`config.mk`:
```
export PLATFORM = sky130hd
export DESIGN_NAME = l1_dcache
export DESIGN_NICKNAME = d
export VERILOG_FILES = /design/src/rtl/l1_dcache.sv
export SDC_FILE = /design/constraint.sdc
export NUM_CORES = 1
export LEC_CHECK = 0
export CAP_MARGIN = 0
export CORE_ASPECT_RATIO = 0.75
export CORE_MARGIN = 4
export CORE_UTILIZATION = 30
export CTS_BUF_LIST = sky130_fd_sc_hd__clkbuf_4 sky130_fd_sc_hd__clkbuf_8
export CTS_CLUSTER_SIZE = 25
export DETAILED_ROUTE_END_ITERATION = 10
export MAX_ROUTING_LAYER = met4
export RECOVER_POWER = 100
export SLEW_MARGIN = 30
export SYNTH_ARGS = -nofsm -noshare
export SYNTH_HDL_FRONTEND = slang
export SYNTH_SLANG_ARGS = --single-unit
```
`constraint.sdc`:
```
create_clock -name clk -period 7.1 [get_ports clk]
set_clock_uncertainty 0.1 [all_clocks]
set_input_delay 1.065 -clock clk [delete_from_list [all_inputs] [get_ports clk]]
set_output_delay 1.065 -clock clk [all_outputs]
set_load 0.02 [all_outputs]
```
`src/rtl/l1_dcache.sv`:
```
// Direct-mapped, write-back, write-allocate L1 data cache with 16-byte lines.
// Hits complete in the request cycle; misses write back a dirty victim, then fill from pmem.
module l1_dcache #(
  parameter int NUM_LINES = 8
) (
  input  logic         clk,
  input  logic         reset,
  input  logic         mem_req,
  input  logic         mem_we,
  input  logic [15:0]  mem_addr,
  input  logic [15:0]  mem_byte_en,
  input  logic [127:0] mem_wdata,
  output logic         mem_resp,
  output logic [127:0] mem_rdata,
  output logic         pmem_read,
  output logic         pmem_write,
  output logic [15:0]  pmem_addr,
  output logic [127:0] pmem_wdata,
  input  logic [127:0] pmem_rdata,
  input  logic         pmem_resp
);

  localparam int INDEX_BITS = $clog2(NUM_LINES);
  localparam int TAG_BITS   = 12 - INDEX_BITS;

  typedef enum logic [1:0] {
    CHECK,
    WRITEBACK,
    FILL
  } state_t;

  state_t state, state_next;

  logic [NUM_LINES-1:0] valid;
  logic [NUM_LINES-1:0] dirty;
  logic [TAG_BITS-1:0]  tag_q  [NUM_LINES];
  logic [127:0]         data_q [NUM_LINES];

  logic [INDEX_BITS-1:0] idx;
  logic [TAG_BITS-1:0]   addr_tag;
  logic                  hit;
  logic                  write_hit;
  logic                  wb_done;
  logic                  fill_done;
  logic                  unused_offset;

  assign idx           = mem_addr[3+INDEX_BITS:4];
  assign addr_tag      = mem_addr[15:4+INDEX_BITS];
  assign hit           = valid[idx] && (tag_q[idx] == addr_tag);
  assign write_hit     = (state == CHECK) && mem_req && hit && mem_we;
  assign wb_done       = (state == WRITEBACK) && pmem_resp;
  assign fill_done     = (state == FILL) && pmem_resp;
  // Whole lines are returned, so the byte offset never selects anything.
  assign unused_offset = ^mem_addr[3:0];

  // NOTE: sequential state uses non-blocking (<=) so every flop samples pre-edge values;
  // blocking (=) here would create order-dependent simulation/synthesis mismatches.
  always_ff @(posedge clk or posedge reset) begin
    if (reset) begin
      state <= CHECK;
      valid <= '0;
      dirty <= '0;
    end else begin
      state <= state_next;
      if (write_hit && (|mem_byte_en)) dirty[idx] <= 1'b1;
      if (wb_done) dirty[idx] <= 1'b0;
      if (fill_done) begin
        valid[idx] <= 1'b1;
        dirty[idx] <= 1'b0;
      end
    end
  end

  // NOTE: tag/data arrays are deliberately left out of reset; valid=0 masks their contents,
  // and omitting reset lets them map onto plain storage instead of resettable flops.
  always_ff @(posedge clk) begin
    if (write_hit) begin
      for (int b = 0; b < 16; b++) begin
        if (mem_byte_en[b]) data_q[idx][8*b +: 8] <= mem_wdata[8*b +: 8];
      end
    end
    if (fill_done) begin
      data_q[idx] <= pmem_rdata;
      tag_q[idx]  <= addr_tag;
    end
  end

  // NOTE: every output is given a default before the case so no path leaves one
  // unassigned, which would otherwise infer a latch.
  always_comb begin
    state_next = state;
    mem_resp   = 1'b0;
    mem_rdata  = '0;
    pmem_read  = 1'b0;
    pmem_write = 1'b0;
    pmem_addr  = '0;
    pmem_wdata = '0;
    unique case (state)
      CHECK: begin
        if (mem_req) begin
          if (hit) begin
            mem_resp  = 1'b1;
            mem_rdata = data_q[idx];
          end else if (valid[idx] && dirty[idx]) begin
            state_next = WRITEBACK;
          end else begin
            state_next = FILL;
          end
        end
      end
      WRITEBACK: begin
        pmem_write = 1'b1;
        pmem_addr  = {tag_q[idx], idx, 4'h0};
        pmem_wdata = data_q[idx];
        // An abandoned request still finishes the writeback but skips the fill.
        if (pmem_resp) state_next = mem_req ? FILL : CHECK;
      end
      FILL: begin
        pmem_read = 1'b1;
        pmem_addr = {mem_addr[15:4], 4'h0};
        if (pmem_resp) state_next = CHECK;
      end
      default: state_next = CHECK;
    endcase
  end

endmodule
```
# Word level (Yosys, flattened, before mapping)
# Memories as Yosys holds them, arrays and structs flattened.
# Cells that the tools add are included.
dict set report op_classes {
  magnitude_cmp 2
  eq_ne 7
  mux 92
  n_bitwise 21
  reduce_logical 12
}
# op count
set op_table {}
lappend op_table {{128-bit two-way mux} 4}
lappend op_table {{8-bit two-way mux} 19}
lappend op_table {{1-bit two-way mux} 58}
lappend op_table {{16-bit case mux with 2 select lines} 1}
lappend op_table {{8-bit bitwise AND} 2}
lappend op_table {{1-bit bitwise OR} 16}
lappend op_table {{8-bit bitwise OR} 2}
lappend op_table {{16-bit OR reduction} 1}
lappend op_table {{2-bit two-way mux} 6}
lappend op_table {{9-bit equality test} 1}
lappend op_table {{1-bit logical AND} 9}
lappend op_table {{2-bit inequality test (second input constant)} 4}
lappend op_table {{8-bit inverter} 1}
lappend op_table {{1-bit binary-select mux with 3-bit select} 2}
lappend op_table {{2-bit case mux with 3 select lines} 1}
lappend op_table {{3-bit by 4-bit < comparator with 1-bit output (second input constant)} 1}
lappend op_table {{4-bit AND reduction} 1}
lappend op_table {{1-bit demux with 3-bit select} 1}
lappend op_table {{3-bit by 1-bit greater-or-equal comparator with 1-bit output (second input constant)} 1}
lappend op_table {{2-bit by 1-bit equality test with 1-bit output (second input constant)} 1}
lappend op_table {{2-bit equality test (second input constant)} 1}
lappend op_table {{2-bit logical NOT} 1}
dict set report totals {
  reg_bits 18
  ram_bits 1096
  in_bits 293
  out_inout_bits 275
  wordCells 139
  memories 2
}
# memory words width read_ports rd_clocked_by_memory_dff write_ports line_no
set memory_table {}
lappend memory_table {data_q 8 128 1 0 1 37} ;# logic [127:0] data_q [NUM_LINES];
lappend memory_table {tag_q 8 9 1 0 1 36} ;# logic [TAG_BITS-1:0] tag_q [NUM_LINES];

# Logic depth before layout (Yosys ltp)
# Gate-level depths: netlist of run 1.
dict set report logic_depth {
  word_depth 11
  mapped_depth 12
  ltp_nobuf 8
}

# Least setup slack after synthesis of run 1
# OpenSTA, ideal clock, no wires.
dict set report synth_path {
  path_kind {in2out}
  from {in mem_addr[5]}
  to {out mem_rdata[101]}
  arrival_ns 3.243
  t_required_ns 5.935
  path_slack_ns 2.692
  stages 11
  path_buffers 4
  cell_sequence {buf_2 -> buf_2 -> or2_2 -> o22ai_1 -> nor2_2 -> xnor2_1 -> nor4_4 -> nand3_1 -> buf_2 -> buf_2 -> nor2_1}
}
dict set report synth_between {
  elab_chain_cells 6
  elab_cells_between_ends 9
  classes_between {eq/ne (1); mux (5); reduce/logical (1); memory (2)}
}
# item line_no
set synth_rtl {}
lappend synth_rtl {{from (decl)} 10} ;# input logic [15:0] mem_addr,
lappend synth_rtl {{memory read 8 x 9 bit / 1-bit binary-select mux with 3-bit select (equally long branches)} n/a}
lappend synth_rtl {{9-bit equality test / 1-bit two-way mux (equally long branches)} 49} ;# assign hit = valid[idx] && (tag_q[idx] == addr_tag);
lappend synth_rtl {{1-bit logical AND} 49}
lappend synth_rtl {{128-bit two-way mux (*)} 101} ;# if (hit) begin
lappend synth_rtl {{128-bit two-way mux (*)} 100} ;# if (mem_req) begin
lappend synth_rtl {{128-bit two-way mux (*)} 98} ;# unique case (state)
lappend synth_rtl {{to (decl)} 14} ;# output logic [127:0] mem_rdata,
# Every way passes the cells marked *; elsewhere a longest branch is shown, timed or not. The select of a mux whose other input is x is not followed.

# Worst setup path after layout of run 1
dict set report layout_path {
  from {in mem_addr[5]}
  to {out pmem_wdata[104]}
}
dict set report layout_between {
  elab_chain_cells 2
}
# item line_no
set layout_rtl {}
lappend layout_rtl {{memory read 8 x 128 bit} n/a}
lappend layout_rtl {{128-bit two-way mux} 98}
lappend layout_rtl {{to (decl)} 18} ;# output logic [127:0] pmem_wdata,
# Every way passes these cells.

==> run summary, run 1 <==
The netlist uses 56 different library cells. After Yosys synthesis, and, or, nand and nor cells account for 4.62% of the synthesized area. Relative to the synthesized area, the layout overhead comes to 24.5%. By startpoint and endpoint, the worst setup path is classified as in -> out. The largest single stage delay on the critical path is 0.90 ns. Number of top-level design ports: 568. Summing the areas of all fa, ha and maj instances in the mapped netlist gives 0.0816% of the synthesized area. The height of the die came out at 347 um. The worst hold path belongs to the class reg -> reg. The tool flagged a number of max-cap violations equal to 7. Dominant register cell in the synthesized netlist: edfxtp_1. The mux share of post-synthesis cell area works out to 8.82%. The most numerous cell type found on the critical path is clkbuf_1. The DRC violation count after routing was 0. By instance count, the leading cell after synthesis is edfxtp_1. The tools report the final hold slack as 0.369 ns.

The register bit total from synthesis was 1,114; the clock tree buffer depth was 3. In this run the biggest area consumer among cell types represents 71.5% of the synthesized area. For the required time at the endpoint of the critical path, the log shows 5.93 ns.

The number of endpoints failing setup at the final stage was 0. The run gives 0 as the total count of hold-check failures in the final report. Counting instances in the post-synthesis netlist gives the leading cell types as edfxtp_1, nor2_1, mux2_2.

The post-synthesis sequential area ratio is 72.5%, and the final core area utilization is 37.6%. The total overflow left after global routing is 0. The tools report the floorplan core area as 0.152 mm^2. Buffer type at the clock tree root: clkbuf_8.

The run finished, with violations left. The floorplan step set the die width to 460 um. The depth of the most critical reg-to-reg path is 6, and the quantity of I/O buffers inserted on ports is 559.

Setup slack on the worst reg-to-reg path comes out at 0.82 ns. Counting both buffers and inverters, the worst setup path holds a total of 4. The post-route clock period utilization is 93.0%, and the clock input transition at the sequential cells of the worst setup and hold paths is 0.05 ns. At the pin with the least slew margin, the transition time is 2.59 ns.

The tools report the element type at the critical path start as an input pin. For this run, the top clock speed supported by timing is 152 MHz. Summed over all cells, the static leakage comes to 0.0193 uW.

Slowest cell on the critical path: clkbuf_1. The die covers 0.160 mm^2. Grouping stages by cell kind, the critical path spends the most delay in buffers and inverters. The worst hold path terminates at valid[7]$_DFFE_PP0P_. The final reports fail on capacitance limit, slew limit. The effective utilization at floorplan came out at 30.2%. In this run, synthesis inferred 1,096 flip-flops with an integrated enable. The cell count after synthesis came out at 2,947. The warning count from the yosys run came out at 0.

Number of global-route vias before repair: 29.0k. Counting I/O delays and the setup requirement, the final critical path takes 6.60 ns. Final worst setup slack: 0.500 ns. The endpoint identified for the worst register-to-register timing path is data_q[3][92]$_DFFE_PP_.

The logs give 15 for the number of antenna violations at the first check in global routing and 29.2k for the count of vias placed by the detailed router. The worst hold path begins at valid[7]$_DFFE_PP0P_. The async set-or-reset flop fraction in the synthesized netlist is 1.62%, and the peak supply drop is 118 uV. After Yosys synthesis, XOR and XNOR cells account for 0.114% of the synthesized area. The power per standard cell area was 265 mW/mm^2. Setup repair after global routing left no endpoint under its margin.

Worst setup timing slack at the placement stage: 1.00 ns. The clock buffer count from CTS was 176; the number of iterations in the first detailed-routing pass was 6. For the worst-skew pair, the clock arrives at the later sink with an insertion delay of 0.90 ns.

The mapped netlist covers 0.0460 mm^2. STA classifies the critical path endpoint as an output port. The standard-cell row count came out at 124. TritonCTS built the clock tree. Detailed placement finished with a half-perimeter wire length of 97,300 um. Final number of max-transition violations: 197. The worst reg2reg path startpoint was state[0]$_DFFE_PP0P_.

Final cell count without fillers: 5,672. In the global route stage, overall resource usage came out at 19.2%. The relative slew slack was -72.4%. Traced cell by cell, the critical path runs through buf_6, nor2b_4, clkbuf_1, and2_4, clkbuf_1, a22oi_1, nand2_1, a21oi_1, nor2_1, dlygate4sd3_1. Summed over all instances, the cell type with the most area after synthesis is edfxtp_1. The clock net in this run drives a total of 1,114 sinks.

The residual antenna-violating net count after detailed routing came out at 0. The buffer count from post-CTS setup fixing was 0; the pin count of the biggest net entering global routing was 95. The first global-routing pass estimated 214,000 um of wire. The worst hold path stage count was 1.

CTS built an H-tree with a depth of 4. The synthesized netlist devotes 11.2% of its cell area to compound gates. After synthesis, the cell types taking the most area are edfxtp_1, mux2_2, mux2i_1. Counting tap cells, the placed design contains a total of 5,346 instances. The arrival time reported for the critical path endpoint was 5.44 ns. By area, the combinational part of the netlist is dominated by compound AO/OA/AOI/OAI gates. A synthesized cell averages 15.6 um^2. Routability-driven placement finished with a final weighted congestion of 0.760. The largest fanout on the critical path is 47.

The routed wire length per instance was 27.0 um. The final layout contains routed wiring with a total length of 153,000 um. After clock tree synthesis, the repair step resized 0 gates.

After routing, the total negative slack on setup checks comes to 0 ns. The ratio of cells with drive above 1 in the final layout is 13.0%, and the detailed router's first-iteration violation count is 2,804. After the last flow step, the layout net total stands at 3,805. The number of buffers added to fix hold violations after cts came out at 0. In the routed layout, each cell is associated on average with a via count of 5.16.
## cells by family (layout without fill, tap and decap cells)
family / Yosys count / count (layout)
DFF: 1114 / 1114
other: 1 / 17
buffers and inverters: 265 / 958
and+or+nand+nor: 483 / 483
xor gates and xnor gates: 6 / 6
muxes: 361 / 361
adders and majority gates: 3 / 3
AOI/OAI and AO/OA: 714 / 714
## layer usage
metal  track usage, %  share of wire, %  up-vias
li1                 -                 -    12800
met1             25.4                43    14900
met3             3.59               6.7      226
met4             5.74               2.5        0
met5                -                 0        -
met2             30.3                48     1275
## sequential cells by signal (all words and copies together) (netlist names)
register and cells:
data_q 1024, dirty 8, state 2, tag_q 72
valid 8
## area by class of cell
type	count	area, um^2
diodes	13	32.5
clock buffers	241	2930
clock inverters	71	597
fillers	14400	95100
inverters	18	75.1
multi-input cells	1571	11500
flip-flops and latches	1114	33400
well taps	2016	2520
repair buffers	628	6230
## cell usage in the layout (no fill, tap or decap), types with 72 or more instances in the layout
cell / Yosys / final
nor2_1: 319 / 313
mux2_1: 0 / 128
clkbuf_8: 0 / 179
dlygate4sd3_1: 0 / 247
edfxtp_1: 1096 / 1096
nand2_1: 72 / 72
a22oi_1: 143 / 143
mux2i_1: 151 / 151
clkdlybuf4s50_1: 0 / 306
a31o_1: 17 / 125
a21oi_1: 183 / 183
a221oi_1: 93 / 93
## worst max path at each step
stage | from | to | cells past startpoint
2_1_floorplan | mem_addr[5] | mem_rdata[101] | 11
3_3_place_gp | mem_addr[5] | mem_rdata[9] | 11
3_5_place_dp | mem_addr[5] | mem_rdata[5] | 11
5_1_grt | mem_addr[4] | mem_rdata[57] | 9
6_report | mem_addr[5] | pmem_wdata[104] | 10
4_1_cts | mem_addr[5] | mem_rdata[5] | 11
## through the flow
step,power [uW],cell area (um^2)
detailed placement,9870,53800
CTS,15400,57300
global placement,9830,53800
global route,15700,57300
finish,15200,57300
floorplan,8970,46000
## power breakdown
part / switching [uW] / total, uW / internal (uW)
clock network: 2570 / 5550 / 2980
registers: 57.2 / 7830 / 7780
logic: 1220 / 1800 / 579
total: 3860 / 15200 / 11300
## worst reg2reg max path, stage by stage (launching register included)
cell     delay [ns]
dfrtp_1        0.41
inv_1          0.09
ha_1           0.69
nand2_1        1.55
nor3_2         1.95
buf_4          0.56
a31o_1         0.55
No activity file was read; power rests on OpenSTA's default activity.
==> inputs of run 2 (changes only) <==
--- a/config.mk
+++ b/config.mk
@@ -7,7 +7,7 @@
 export LEC_CHECK = 0
 export CAP_MARGIN = 0
 export CORE_ASPECT_RATIO = 0.75
-export CORE_MARGIN = 4
+export CORE_MARGIN = 2
 export CORE_UTILIZATION = 30
 export CTS_BUF_LIST = sky130_fd_sc_hd__clkbuf_4 sky130_fd_sc_hd__clkbuf_8
 export CTS_CLUSTER_SIZE = 25
==> run 2 against run 1 <==
Against the previous run:
- via count shrank 0.17%
- largest cell class unchanged
- combinational power about the same
- setup slack better by 0.026 ns
- flip-flop and latch count did not move
- the run still ends with capacitance limit, slew limit left
- final cell count shrank 0.23%
- sequential share of layout area grew 0.31 points
==> run summary, run 2 (same netlist as run 1, synthesis figures left out) <==
The flow ran to the end, but the final reports show violations. Violated checks: capacitance limit, slew limit (unchanged). The largest fanout on the critical path works out to 46 (was 47). Type of the worst setup path: in -> out (unchanged).

The tools report the final worst setup slack as 0.526 ns (was 0.500 ns). The cell area reported after detailed placement is 0.0539 mm^2 (was 0.0538 mm^2), and the power per standard cell area is 262 mW/mm^2 (was 265 mW/mm^2). Height of the die: 343 um (was 347 um).

The maximum clock frequency was 152 MHz (about the same); the number of filler cells placed in the layout was 14.3k (was 14.4k). The area overhead of the layout relative to synthesis is 23.9% (was 24.5%), and the final hold slack is 0.369 ns (about the same). The end of the worst hold path is valid[3]$_DFFE_PP0P_ (was valid[7]$_DFFE_PP0P_).

The deepest level of the CTS H-tree is 4 (unchanged). Final number of max-transition violations: 311 (was 197). Peak supply drop: 123 uV (was 118 uV). The clock tree buffer depth was 3 (unchanged).

The run gives 212,000 um (was 214,000 um) as the wire length of the first global-routing pass. The tools report the final core area utilization as 37.4% (was 37.6%). The slew at the pin with the worst max-slew slack was 3.15 ns (was 2.59 ns); the relative slew slack was -110% (was -72.4%).

The cell area after layout is 0.0570 mm^2 (was 0.0573 mm^2), and the die footprint is 0.157 mm^2 (was 0.160 mm^2). The depth of the most critical reg-to-reg path works out to 8 (was 6). Biggest registers after layout: data_q (1024), tag_q (72) (unchanged).

Residual antenna-violating net count after detailed routing: 0 (unchanged). The worst reg2reg path startpoint was state[0]$_DFFE_PP0P_ (unchanged). Buffer type at the clock tree root: clkbuf_8 (unchanged). The tools report the effective utilization at floorplan as 30.2% (unchanged). The number of global-route vias before repair came out at 28.4k (was 29.0k).

For the total wire length after detailed routing, the log shows 152,000 um (was 153,000 um). The via density per instance was 5.16 (about the same). The count of vias placed by the detailed router is 29.2k (about the same). The tools report the endpoint of the worst-slack reg-to-reg timing path as data_q[3][78]$_DFFE_PP_ (was data_q[3][92]$_DFFE_PP_). The sum of negative setup slack is 0 ns (unchanged), and the post-cts resize count is 0 (unchanged). The die width was 456 um (was 460 um); the global routing usage summed across all routing layers was 19.5% (was 19.2%).

TritonCTS built the clock tree. The post-layout net count is 3,805 (unchanged). The critical path capture point type is an output port (unchanged). Post-route clock period utilization: 92.6% (was 93.0%). The element type at the critical path start is an input pin (unchanged). The leakage power was 0.0192 uW (was 0.0193 uW). Number of iterations in the first detailed-routing pass: 7 (was 6). The worst setup timing slack at the placement stage came out at 1.15 ns (was 1.00 ns).

The run gives 0.152 mm^2 (unchanged) as the floorplan core area. The logs give 568 (unchanged) for the number of top-level design ports and 5.93 ns (about the same) for the required time at the endpoint of the critical path. The number of maximum-capacitance constraint violations was 12 (was 7).

Commonest cells after routing, fill and taps aside: edfxtp_1, nor2_1, clkdlybuf4s50_1 (unchanged). The clock insertion delay at the later pin of the skew report came out at 0.90 ns (about the same). The worst hold path stage count is 1 (unchanged), and the flip-flop count of the largest register, all copies and words added is 1,024 (unchanged). The tools report the detailed router's first-iteration violation count as 2,826 (was 2,804). The clock input transition at the sequential cells of the worst setup and hold paths was 0.06 ns (was 0.05 ns); the total number of clock tree sinks was 1,114 (unchanged). The buffer count from post-CTS setup fixing came out at 0 (unchanged).

The tools report the clock buffer count from CTS as 172 (was 176). The minimum clock period after layout was 6.57 ns (was 6.60 ns); the total congestion overflow was 0 (unchanged). The final estimated routing congestion in global placement is 0.770 (was 0.760). The class of the tightest hold or removal check is reg -> reg (unchanged). The run gives 0 (unchanged) as the number of endpoints failing setup at the final stage. The number of buffers added to fix hold violations after cts came out at 0 (unchanged). The logs give 0 (unchanged) for the DRC violation count after routing and 93 (was 95) for the pin count of the biggest net entering global routing.

The largest register by flop count is data_q (unchanged). The run gives 5.41 ns (was 5.44 ns) as the arrival time reported for the critical path endpoint. The routed wire length per instance came out at 26.9 um (was 27.0 um). Most common cell after layout, fill and taps aside: edfxtp_1 (unchanged). The ratio of cells with drive above 1 in the final layout is 12.4% (was 13.0%), and the reg2reg setup slack is 0.89 ns (was 0.82 ns). The startpoint of the most critical hold path was valid[3]$_DFFE_PP0P_ (was valid[7]$_DFFE_PP0P_). The HPWL after detailed placement was 96,500 um (was 97,300 um); the total count of hold-check failures in the final report was 0 (unchanged). The number of antenna violations at the first check in global routing was 16 (was 15). Setup repair after global routing left no endpoint under its margin. The quantity of I/O buffers inserted on ports is 559 (unchanged), and the standard-cell row count is 124 (unchanged).
-- run 2: cell types whose count changed in the layout (fill, tap and decap cells not counted), moves of 3 or more --
cell / change
clkbuf_1: +6
bufinv_16: -5
clkinv_1: -4
diode_2: -4
nor2b_1: +4
a31o_1: +3
a31o_2: -3
clkbuf_8: -3
clkinv_8: -3
dlygate4sd3_1: +3
nor2b_4: -3
-- run 2: final cells by class --
class / instances / area (um^2) / area share [%]
sequential: 1114 / 33400 / 58.5
multi-input combinational: 1571 / 11500 / 20.2
timing repair buffer: 632 / 6240 / 11.0
clock buffer: 237 / 2880 / 5.05
tap: 2016 / 2520 / 4.43
clock inverter: 62 / 398 / 0.698
inverter: 18 / 75.1 / 0.132
antenna: 9 / 22.5 / 0.0395
-- run 2: where the power goes --
part | internal, uW | switching [uW] | total (uW)
Combinational | 583 | 1220 | 1800
Clock | 2730 | 2540 | 5270
Sequential | 7780 | 57.0 | 7830
-- run 2: worst max path at each step --
stage,depth (start not counted),slack (ns),end,startpoint
final,9,0.53,pmem_wdata[94],mem_addr[4]
after global routing,8,0.48,mem_rdata[80],mem_addr[4]
after CTS,10,1.15,pmem_wdata[34],mem_addr[6]
after detailed placement,10,1.15,pmem_wdata[34],mem_addr[6]
after global placement,10,1.13,pmem_wdata[34],mem_addr[6]
after floorplan,11,2.69,mem_rdata[101],mem_addr[5]
-- run 2: per-stage QoR --
step / power (uW) / cells
after floorplan: 8970 / 2950
after global placement: 9840 / 5350
after detailed placement: 9880 / 5350
after CTS: 15100 / 5649
after global routing: 15400 / 5659
final: 14900 / 5659
-- run 2: critical path: stages --
cell           delay [ns]
buf_8                0.19
nand2b_2             0.26
buf_4                0.30
nor2_1               1.32
clkbuf_2             0.82
a222oi_1             0.21
and4_1               0.32
nor2_1               0.12
dlygate4sd3_1        0.69
-- run 2: layer usage --
layer / vias to the layer above / wire length [um] / global-route usage (%) / part of all wire, %
met2: 1170 / 73700 / 31.4 / 48
li1: 12800 / - / - / -
met1: 15000 / 65500 / 25.4 / 43
met5: - / 0 / - / 0
met3: 200 / 9840 / 3.43 / 6.5
met4: 0 / 3160 / 5.36 / 2.1
